**config.mk**
```make
export PLATFORM = sky130hd
export DESIGN_NAME = ps2_ascii_fifo
export DESIGN_NICKNAME = d
export VERILOG_FILES = /design/src/rtl/ps2_defs.sv /design/src/rtl/ps2_set2_rom.sv /design/src/rtl/ps2_ascii_fifo.sv
export SDC_FILE = /design/constraint.sdc
export NUM_CORES = 1
export LEC_CHECK = 0
export BUFFER_PORTS_ARGS = -buffer_cell sky130_fd_sc_hd__buf_2
export CAP_MARGIN = 30
export CORE_MARGIN = 1
export CORE_UTILIZATION = 45
export CTS_BUF_LIST = sky130_fd_sc_hd__clkbuf_4
export DETAILED_ROUTE_END_ITERATION = 8
export PLACE_DENSITY_LB_ADDON = 0.3
export REMOVE_ABC_BUFFERS = 1
export SLEW_MARGIN = 20
export SYNTH_ARGS = -nofsm -noshare
export SYNTH_HDL_FRONTEND = slang
export SYNTH_SLANG_ARGS = --single-unit
```
**constraint.sdc**
```tcl
create_clock -name CLOCK -period 5.2 [get_ports CLOCK]
set_input_delay 0.52 -clock CLOCK [delete_from_list [all_inputs] [get_ports CLOCK]]
set_output_delay 0.52 -clock CLOCK [all_outputs]
set_load 0.01 [all_outputs]
```
**src/rtl/ps2_defs.sv**
```systemverilog
`default_nettype none
// ==== ps2_defs : shared tag indices, set-2 special codes and ASCII constants | Rev 1.0 ====
package ps2_defs;

  localparam int TAG_RSHIFT = 5;
  localparam int TAG_RCTRL  = 4;
  localparam int TAG_RALT   = 3;
  localparam int TAG_LSHIFT = 2;
  localparam int TAG_LCTRL  = 1;
  localparam int TAG_LALT   = 0;

  localparam logic [7:0] CODE_CAPS  = 8'h58;
  localparam logic [7:0] CODE_SPACE = 8'h29;
  localparam logic [7:0] CODE_ENTER = 8'h5A;
  localparam logic [7:0] CODE_BKSP  = 8'h66;
  localparam logic [7:0] CODE_TAB   = 8'h0D;

  localparam logic [7:0] ASCII_CR  = 8'h0D;
  localparam logic [7:0] ASCII_BS  = 8'h08;
  localparam logic [7:0] ASCII_TAB = 8'h09;
  localparam logic [7:0] ASCII_SP  = 8'h20;

endpackage
`default_nettype wire

```
**src/rtl/ps2_set2_rom.sv**
```systemverilog
`default_nettype none
// ==== ps2_set2_rom : registered set-2 make code to ASCII lookup | Rev 1.0 ====
module ps2_set2_rom
  import ps2_defs::*;
(
  input  logic       CLOCK,
  input  logic       RESET,
  input  logic [7:0] code_i,
  input  logic       shift_i,
  input  logic       ctrl_i,
  input  logic       caps_i,
  output logic       hit_o,
  output logic [7:0] char_o
);

  logic       hit_d, hit_q;
  logic [7:0] char_d, char_q;
  logic [4:0] lidx;

  always_comb begin
    hit_d  = 1'b1;
    char_d = 8'h00;
    lidx   = 5'd0;
    case (code_i)
      8'h1C: lidx = 5'd1;   8'h32: lidx = 5'd2;   8'h21: lidx = 5'd3;
      8'h23: lidx = 5'd4;   8'h24: lidx = 5'd5;   8'h2B: lidx = 5'd6;
      8'h34: lidx = 5'd7;   8'h33: lidx = 5'd8;   8'h43: lidx = 5'd9;
      8'h3B: lidx = 5'd10;  8'h42: lidx = 5'd11;  8'h4B: lidx = 5'd12;
      8'h3A: lidx = 5'd13;  8'h31: lidx = 5'd14;  8'h44: lidx = 5'd15;
      8'h4D: lidx = 5'd16;  8'h15: lidx = 5'd17;  8'h2D: lidx = 5'd18;
      8'h1B: lidx = 5'd19;  8'h2C: lidx = 5'd20;  8'h3C: lidx = 5'd21;
      8'h2A: lidx = 5'd22;  8'h1D: lidx = 5'd23;  8'h22: lidx = 5'd24;
      8'h35: lidx = 5'd25;  8'h1A: lidx = 5'd26;
      8'h45: char_d = 8'h30;  8'h16: char_d = 8'h31;  8'h1E: char_d = 8'h32;
      8'h26: char_d = 8'h33;  8'h25: char_d = 8'h34;  8'h2E: char_d = 8'h35;
      8'h36: char_d = 8'h36;  8'h3D: char_d = 8'h37;  8'h3E: char_d = 8'h38;
      8'h46: char_d = 8'h39;
      CODE_SPACE: char_d = ASCII_SP;
      CODE_ENTER: char_d = ASCII_CR;
      CODE_BKSP:  char_d = ASCII_BS;
      CODE_TAB:   char_d = ASCII_TAB;
      default:    hit_d  = 1'b0;
    endcase
    // lidx is 1-based, so control codes are lidx itself and letters sit at 0x40/0x60 + lidx
    if (lidx != 5'd0) begin
      if (ctrl_i)
        char_d = {3'b000, lidx};
      else if (shift_i ^ caps_i)
        char_d = 8'h40 + {3'b000, lidx};
      else
        char_d = 8'h60 + {3'b000, lidx};
    end
  end

  always_ff @(posedge CLOCK or negedge RESET) begin
    if (!RESET) begin
      hit_q  <= 1'b0;
      char_q <= 8'h00;
    end else begin
      hit_q  <= hit_d;
      char_q <= char_d;
    end
  end

  assign hit_o  = hit_q;
  assign char_o = char_q;

endmodule
`default_nettype wire

```
**src/rtl/ps2_ascii_fifo.sv**
```systemverilog
`default_nettype none
// ==== ps2_ascii_fifo : PS/2 code -> ASCII translation feeding a FWFT FIFO | Rev 1.0 ====
module ps2_ascii_fifo
  import ps2_defs::*;
#(
  parameter int DEPTH = 16,
  parameter int AW    = 4
)
(
  input  logic       CLOCK,
  input  logic       RESET,
  input  logic       iTrig,
  input  logic [7:0] iData,
  input  logic [5:0] iTag,
  input  logic       iRead,
  output logic [7:0] oData,
  output logic       oEmpty,
  output logic       oFull,
  output logic       oCaps,
  output logic       oDrop
);

  localparam logic [AW:0] FULL_CNT = (AW+1)'(DEPTH);

  logic [7:0]    code_q;
  logic          shift_q, ctrl_q, v1_q, v2_q, caps_q, caps_d;
  logic          pv_q, phit_q, drop_q, drop_d;
  logic [7:0]    pchar_q;
  logic [AW-1:0] wr_q, wr_d, rd_q, rd_d;
  logic [AW:0]   count_q, count_d;
  logic [7:0]    mem_q [DEPTH];
  logic          rom_hit, pop_ok, push_ok;
  logic [7:0]    rom_char;
  logic          unused_alt;

  assign unused_alt = iTag[TAG_RALT] ^ iTag[TAG_LALT];

  ps2_set2_rom u_rom (
    .CLOCK   (CLOCK),
    .RESET   (RESET),
    .code_i  (code_q),
    .shift_i (shift_q),
    .ctrl_i  (ctrl_q),
    .caps_i  (caps_q),
    .hit_o   (rom_hit),
    .char_o  (rom_char)
  );

  always_comb begin
    pop_ok  = iRead & (count_q != '0);
    // a full FIFO still accepts the push when a pop frees a slot in the same cycle
    push_ok = pv_q & phit_q & ((count_q != FULL_CNT) | pop_ok);
    drop_d  = pv_q & (~phit_q | ((count_q == FULL_CNT) & ~pop_ok));
    caps_d  = caps_q ^ (v1_q & (code_q == CODE_CAPS));
    count_d = count_q + (AW+1)'(push_ok) - (AW+1)'(pop_ok);
    wr_d    = wr_q + AW'(push_ok);
    rd_d    = rd_q + AW'(pop_ok);
  end

  always_ff @(posedge CLOCK or negedge RESET) begin
    if (!RESET) begin
      code_q  <= 8'h00;
      shift_q <= 1'b0;
      ctrl_q  <= 1'b0;
      v1_q    <= 1'b0;
      v2_q    <= 1'b0;
      caps_q  <= 1'b0;
      pv_q    <= 1'b0;
      phit_q  <= 1'b0;
      pchar_q <= 8'h00;
      drop_q  <= 1'b0;
      wr_q    <= '0;
      rd_q    <= '0;
      count_q <= '0;
    end else begin
      v1_q <= iTrig;
      if (iTrig) begin
        code_q  <= iData;
        shift_q <= iTag[TAG_RSHIFT] | iTag[TAG_LSHIFT];
        ctrl_q  <= iTag[TAG_RCTRL]  | iTag[TAG_LCTRL];
      end
      caps_q  <= caps_d;
      v2_q    <= v1_q & (code_q != CODE_CAPS);
      pv_q    <= v2_q;
      phit_q  <= rom_hit;
      pchar_q <= rom_char;
      drop_q  <= drop_d;
      wr_q    <= wr_d;
      rd_q    <= rd_d;
      count_q <= count_d;
    end
  end

  always_ff @(posedge CLOCK) begin
    if (push_ok)
      mem_q[wr_q] <= pchar_q;
  end

  assign oEmpty = (count_q == '0);
  assign oFull  = (count_q == FULL_CNT);
  assign oData  = oEmpty ? 8'h00 : mem_q[rd_q];
  assign oCaps  = caps_q;
  assign oDrop  = drop_q;

endmodule
`default_nettype wire

```
# == Word-level counts from Yosys, hierarchy flattened ==
# Memory sizes are Yosys's and may differ from the RTL's.
# Index checks and enable logic that the tools add are counted.
# word_totals
ff_bits,46
mem_bits_rw,128
inputBits,18
wordCells,94
memories,1
# mem_list
memory,depth,width,read_ports,rd_clocked_by_memory_dff,write_ports,line_no,rtl
mem_q,16,8,1,0,1,ps2_ascii_fifo.sv:31,logic [7:0] mem_q [DEPTH];
# op_classes
n_addsub,6
eq_ne,44
n_mux,9
bitwise,15
n_reduce_logical,4
# ops
operator,n
$eq 8x6->1 const B,23
$pmux 5 s26,1
$pmux 6 s14,1
$eq 8x7->1 const B,10
$eq 8x5->1 const B,7
$reduce_or 40->1,1
$mux 8,4
$add 7x5->8 const A,2
$reduce_bool 5->1,2
$add 4x1->4,2
$eq 8x4->1 const B,1
$ne 8x7->1 const B,1
$and 1x1->1,7
$add 5x1->5,1
$eq 5x5->1 const B,1
$logic_not 5->1,1
$ne 5x5->1 const B,1
$sub 5x1->5,1
$or 1x1->1,4
$mux 1,3
$not 1->1,2
$xor 1x1->1,2

# == Depth between registers and ports, before layout ==
# logic_depth
word_depth,6
mapped_depth,13
mapped_depth_nobuf,13

# == Hierarchy ==
# Synthesis repeated with hierarchy kept, for this count alone.
# unflattened
hier_cells,485
hier_area_um2,7642.3
# by_module_without_submodules
module,n_inst,cells_per_inst,area_per_inst_um2
ps2_ascii_fifo,1,329,6563.8
ps2_set2_rom,1,156,1078.5

# == Worst setup path before layout ==
# OpenSTA, ideal clock, no wires.
# synth_timing
path_type,reg2reg
start,register count_q[3]
end,register count_q[4]
arrival_time_ns,2.375
slack_ns,2.702
stages_incl_launch_ff,14
n_path_buf,0
period_less_slack_ns,2.498
cell_sequence,dfrtp_1 > inv_1 > ha_1 > nand2_1 > nor2_1 > nor2b_1 > nand2_1 > o21ai_0 > ha_1 > fa_1 > a21oi_1 > nor2_1 > nor2_1 > xnor2_1
# synth_between
elab_chain_cells,6
word_cells_on_any_way,7
cone_classes,add/sub (2); eq/ne (1); bitwise (3); reduce/logical (1)
# synth_rtl
item,line_no,rtl
"start, declared",ps2_ascii_fifo.sv:30,"logic [AW:0] count_q, count_d;"
"start signal, assigned",ps2_ascii_fifo.sv:90,count_q <= count_d;
$reduce_bool 5->1,ps2_ascii_fifo.sv:50,pop_ok = iRead & (count_q != '0);
$and 1x1->1,ps2_ascii_fifo.sv:50,
$or 1x1->1,ps2_ascii_fifo.sv:52,push_ok = pv_q & phit_q & ((count_q != FULL_CNT) | pop_ok);
$and 1x1->1,ps2_ascii_fifo.sv:52,
$add 5x1->5,ps2_ascii_fifo.sv:55,count_d = count_q + (AW+1)'(push_ok) - (AW+1)'(pop_ok);
$sub 5x1->5 (*),ps2_ascii_fifo.sv:55,
via count_d[4],ps2_ascii_fifo.sv:30,
# The timed path passes the listed nets; every way through them passes the cells marked *.
# A chain may end at the register's enable or synchronous reset.

# == Worst setup path after layout ==
# layout_timing
start,register rd_q[1]
end,output oData[3]
# layout_between
elab_chain_cells,2
# layout_rtl
item,line_no,rtl
"start, declared",ps2_ascii_fifo.sv:29,"logic [AW-1:0] wr_q, wr_d, rd_q, rd_d;"
"start signal, assigned",ps2_ascii_fifo.sv:89,rd_q <= rd_d;
$mem_v2 16x8,--,
$mux 8,ps2_ascii_fifo.sv:101,assign oData = oEmpty ? 8'h00 : mem_q[rd_q];
"end, declared",ps2_ascii_fifo.sv:16,"output logic [7:0] oData,"
# Every way passes these cells.

==> key figures <==
Floorplan
  – Std-Cell Core Area: 0.0146 mm²
  – Die area: 0.0157 mm²
  – Row cnt: 44
  – Initial Util: 46.6%
  – Ports: 30
  – Chip width: 125 µm
  – Die H: 125 µm

Synthesis
  – Mux cell area share after synthesis: 9.69%
  – Main combinational cell family by area after synthesis: simple AND/OR/NAND/NOR gates
  – Ys flop type: edfxtp_1
  – Flops & latches, synth: 156
  – Post-synth EDFFs: 112
  – Mapped Area: 0.00683 mm²
  – Synth warn: 0
  – Ys async rst share: 28.2%
  – Xor-xnor portion of the synthesized cell area: 1.41%
  – Synth Area in Compound Gates: 8.83%
  – Sequential cell area fraction in the yosys report: 65.4%
  – Syn avg cell area: 14.3 µm²
  – Post-Synth Adder-Cell Area: 1.94%
  – Netlist cell types: 60
  – Simple-gate share of the synthesized area: 10.0%
  – Cells after synthesis: 479

STA
  – # setup viols final: 0
  – Min Tclk post-route: 3.66 ns
  – Setup TNS: 0 ns
  – Final period util: 70.4%
  – Slew margin rel.: 41.5%
  – Final hold violation count: 0
  – Unrepaired setup endpoints after global routing: no
  – WHS: 0.165 ns
  – Final Max Tran Viols: 0
  – Worst-margin pin slew: 0.874 ns
  – Fin Clk Skew: 0.0211 ns
  – Max frequency: 273 MHz

Critical path
  – CP max FO: 18
  – Crit start category: flop
  – Setup Crit Path Kind: flop to primary output
  – Worst endpoint required time: 4.68 ns
  – Critical Path Sink Type: primary output
  – Critical Path AT: 3.14 ns

Global routing
  – Vias in the first global route: 4223
  – Global-route wire length before repair: 22.3 mm
  – Antenna violations before repair: 0
  – Grt ovf: 0
  – Total Routing Usage GR: 18.9%
  – Largest net degree at the start of global routing: 45

Final layout
  – Area Growth Syn to Fin: 8.98%
  – Share of cells above drive strength 1: 17.3%
  – Antenna diode count: 0
  – Nets: 529

Detailed routing
  – First-pass DRT Iterations: 8
  – Via-per-instance ratio: 5.84
  – First DRT Iteration DRCs: 364
  – Post-Route WL: 13.6 mm
  – Residual DRC: 0
  – Vias: 4079
  – Routed Antenna Nets: 0
  – DR WL/cell: 19.5 µm

Place
  – GPL Wtd Cong: 0.893
  – Post-DP HPWL: 8.93 mm
  – I/O Buffers: 26

Clock network
  – Total CTS buffers: 17
  – H-tree levels: 4
  – Clk buf depth: 2
  – CTS tree: done
  – Clk slew on worst S/H paths: 0.12 ns
  – Worst-Skew Late Latency: 0.56 ns
  – Sink Count: 156
  – PostCTS Resize Cnt: 0
  – Root Buffer: clkbuf_4

Min path
  – Hold Crit Class: input port to flop

Power and ir drop
  – Pwr Density: 457 mW/mm²
  – Leakage power: 2.74 nW
  – Worst VDD drop: 0.148 mV

Run status
  – Outcome: finished clean

Flow run
  – Max-cap violations: 0
## critical path, stage by stage, from the launching register on
cell and delay (ns):
dfrtp_1 0.90, nand2_1 0.59, o221ai_1 0.47, o22ai_1 0.15, a211oi_1 0.29, buf_2 0.19
## synth_stat cells, types with 7 or more instances
cell type | instances | area share (%)
a211oi_1 | 7 | 0.77
a21oi_1 | 16 | 1.2
buf_2 | 8 | 0.59
clkbuf_1 | 15 | 0.82
dfrtp_1 | 44 | 16
edfxtp_1 | 112 | 49
ha_1 | 9 | 1.6
inv_1 | 9 | 0.49
mux2i_1 | 29 | 4.3
mux4_2 | 14 | 4.6
nand2_1 | 27 | 1.5
nand2b_1 | 10 | 0.92
nand3_1 | 13 | 0.95
nor2_1 | 38 | 2.1
nor2b_1 | 7 | 0.64
o21ai_0 | 16 | 1.2
o221ai_1 | 14 | 1.8
o22ai_1 | 9 | 0.82
## logic make-up after synthesis
kind of cell,count (synthesis)
flip-flops,156
other,1
AO/OA/AOI/OAI,87
buffers and inverters,39
AND/OR/NAND/NOR,127
adder cells (fa/ha/maj),10
multiplexers,48
XOR/XNOR,11
## flip-flops by register name, summed over array words and instances (netlist names), 4 cells and up
signal        count
code_q            8
count_q           5
mem_q           112
pchar_q           7
rd_q              4
u_rom.char_o      7
wr_q              4
## stage by stage
| stage | instance area [µm²] | utilization, % | worst slack, ns | cells | power [mW] |
|---|---|---|---|---|---|
| floorplan | 6680 | - | 2.16 | 450 | 2.28 |
| global placement | 7050 | 48.2 | 2.15 | 661 | 2.56 |
| detailed placement | 7070 | 48.3 | 2.13 | 664 | 2.59 |
| finish | 7440 | 50.8 | 1.54 | 698 | 3.40 |
| global route | 7440 | 50.8 | 1.36 | 698 | 3.57 |
| CTS | 7410 | 50.6 | 1.51 | 696 | 3.43 |
## path summary, 6_finish.rpt
check	startpoint	cells after the start	slack [ns]	endpoint
max	rd_q[1]$_DFF_PN0_	5	1.54	oData[3]
min	iData[3]	3	0.17	code_q[3]$_DFFE_PN0P_
max reg2reg	count_q[3]$_DFF_PN0_	13	2.21	count_q[4]$_DFF_PN0_
min reg2reg	u_rom.char_o[1]$_DFF_PN0_	0	0.36	pchar_q[1]$_DFF_PN0_
max in group asynchronous	RESET	3	4.37	pchar_q[3]$_DFF_PN0_
min in group asynchronous	RESET	2	0.36	code_q[4]$_DFFE_PN0P_
## area by class of cell
class / instances / area, µm²
clock buffers: 19 / 143
inverters: 10 / 37.5
well taps: 184 / 230
flip-flops and latches: 156 / 4470
multi-input cells: 284 / 2190
repair buffers: 32 / 183
fillers: 1219 / 7200
clock inverters: 13 / 196
## where the power goes
group          internal (mW)  switching [mW]
sequential              1.44           0.224
clock                  0.436           0.404
combinational          0.429           0.460
total                   2.31            1.09
## timing repair
action,in CTS,in global routing
setup buffers,0,0
endpoints found under the hold margin,0,10
hold buffers,0,1
## cell usage in the layout (no fill, tap or decap), types with 2 or more instances in the layout
| cell type | n |
|---|---|
| mux4_2 | 14 |
| o22ai_1 | 9 |
| nor2_1 | 38 |
| or3b_1 | 3 |
| o221ai_1 | 14 |
| mux2i_1 | 29 |
| o211ai_1 | 2 |
| bufinv_16 | 5 |
| clkbuf_4 | 19 |
| mux2_2 | 5 |
| clkinv_2 | 2 |
| clkinv_1 | 4 |
| buf_2 | 29 |
| nand4bb_1 | 2 |
| xnor2_1 | 6 |
| a22o_1 | 2 |
| dfrtp_1 | 43 |
| a22oi_1 | 4 |
| nand2b_1 | 10 |
| nand2_1 | 27 |
| ha_1 | 9 |
| a32oi_1 | 2 |
| inv_1 | 9 |
| a211oi_1 | 7 |
| a31oi_1 | 4 |
| nor2b_1 | 7 |
| o21ai_0 | 16 |
| a21oi_1 | 16 |
| nor3b_1 | 4 |
| edfxtp_1 | 112 |
| nand3_1 | 13 |
| nor4_2 | 2 |
| nand3b_1 | 4 |
| nor3_1 | 5 |
| xor2_1 | 5 |
## metal layers
| layer | routed length [µm] | part of all wire, % | global-route usage [%] | vias to the layer above |
|---|---|---|---|---|
| li1 | - | - | - | 1879 |
| met1 | 5810 | 43 | 23.8 | 2042 |
| met2 | 6830 | 50 | 31.9 | 130 |
| met3 | 662 | 4.9 | 4.02 | 28 |
| met4 | 324 | 2.4 | 7.46 | 0 |
| met5 | 0 | 0 | 0 | - |
(Power assumes the default switching activity.)
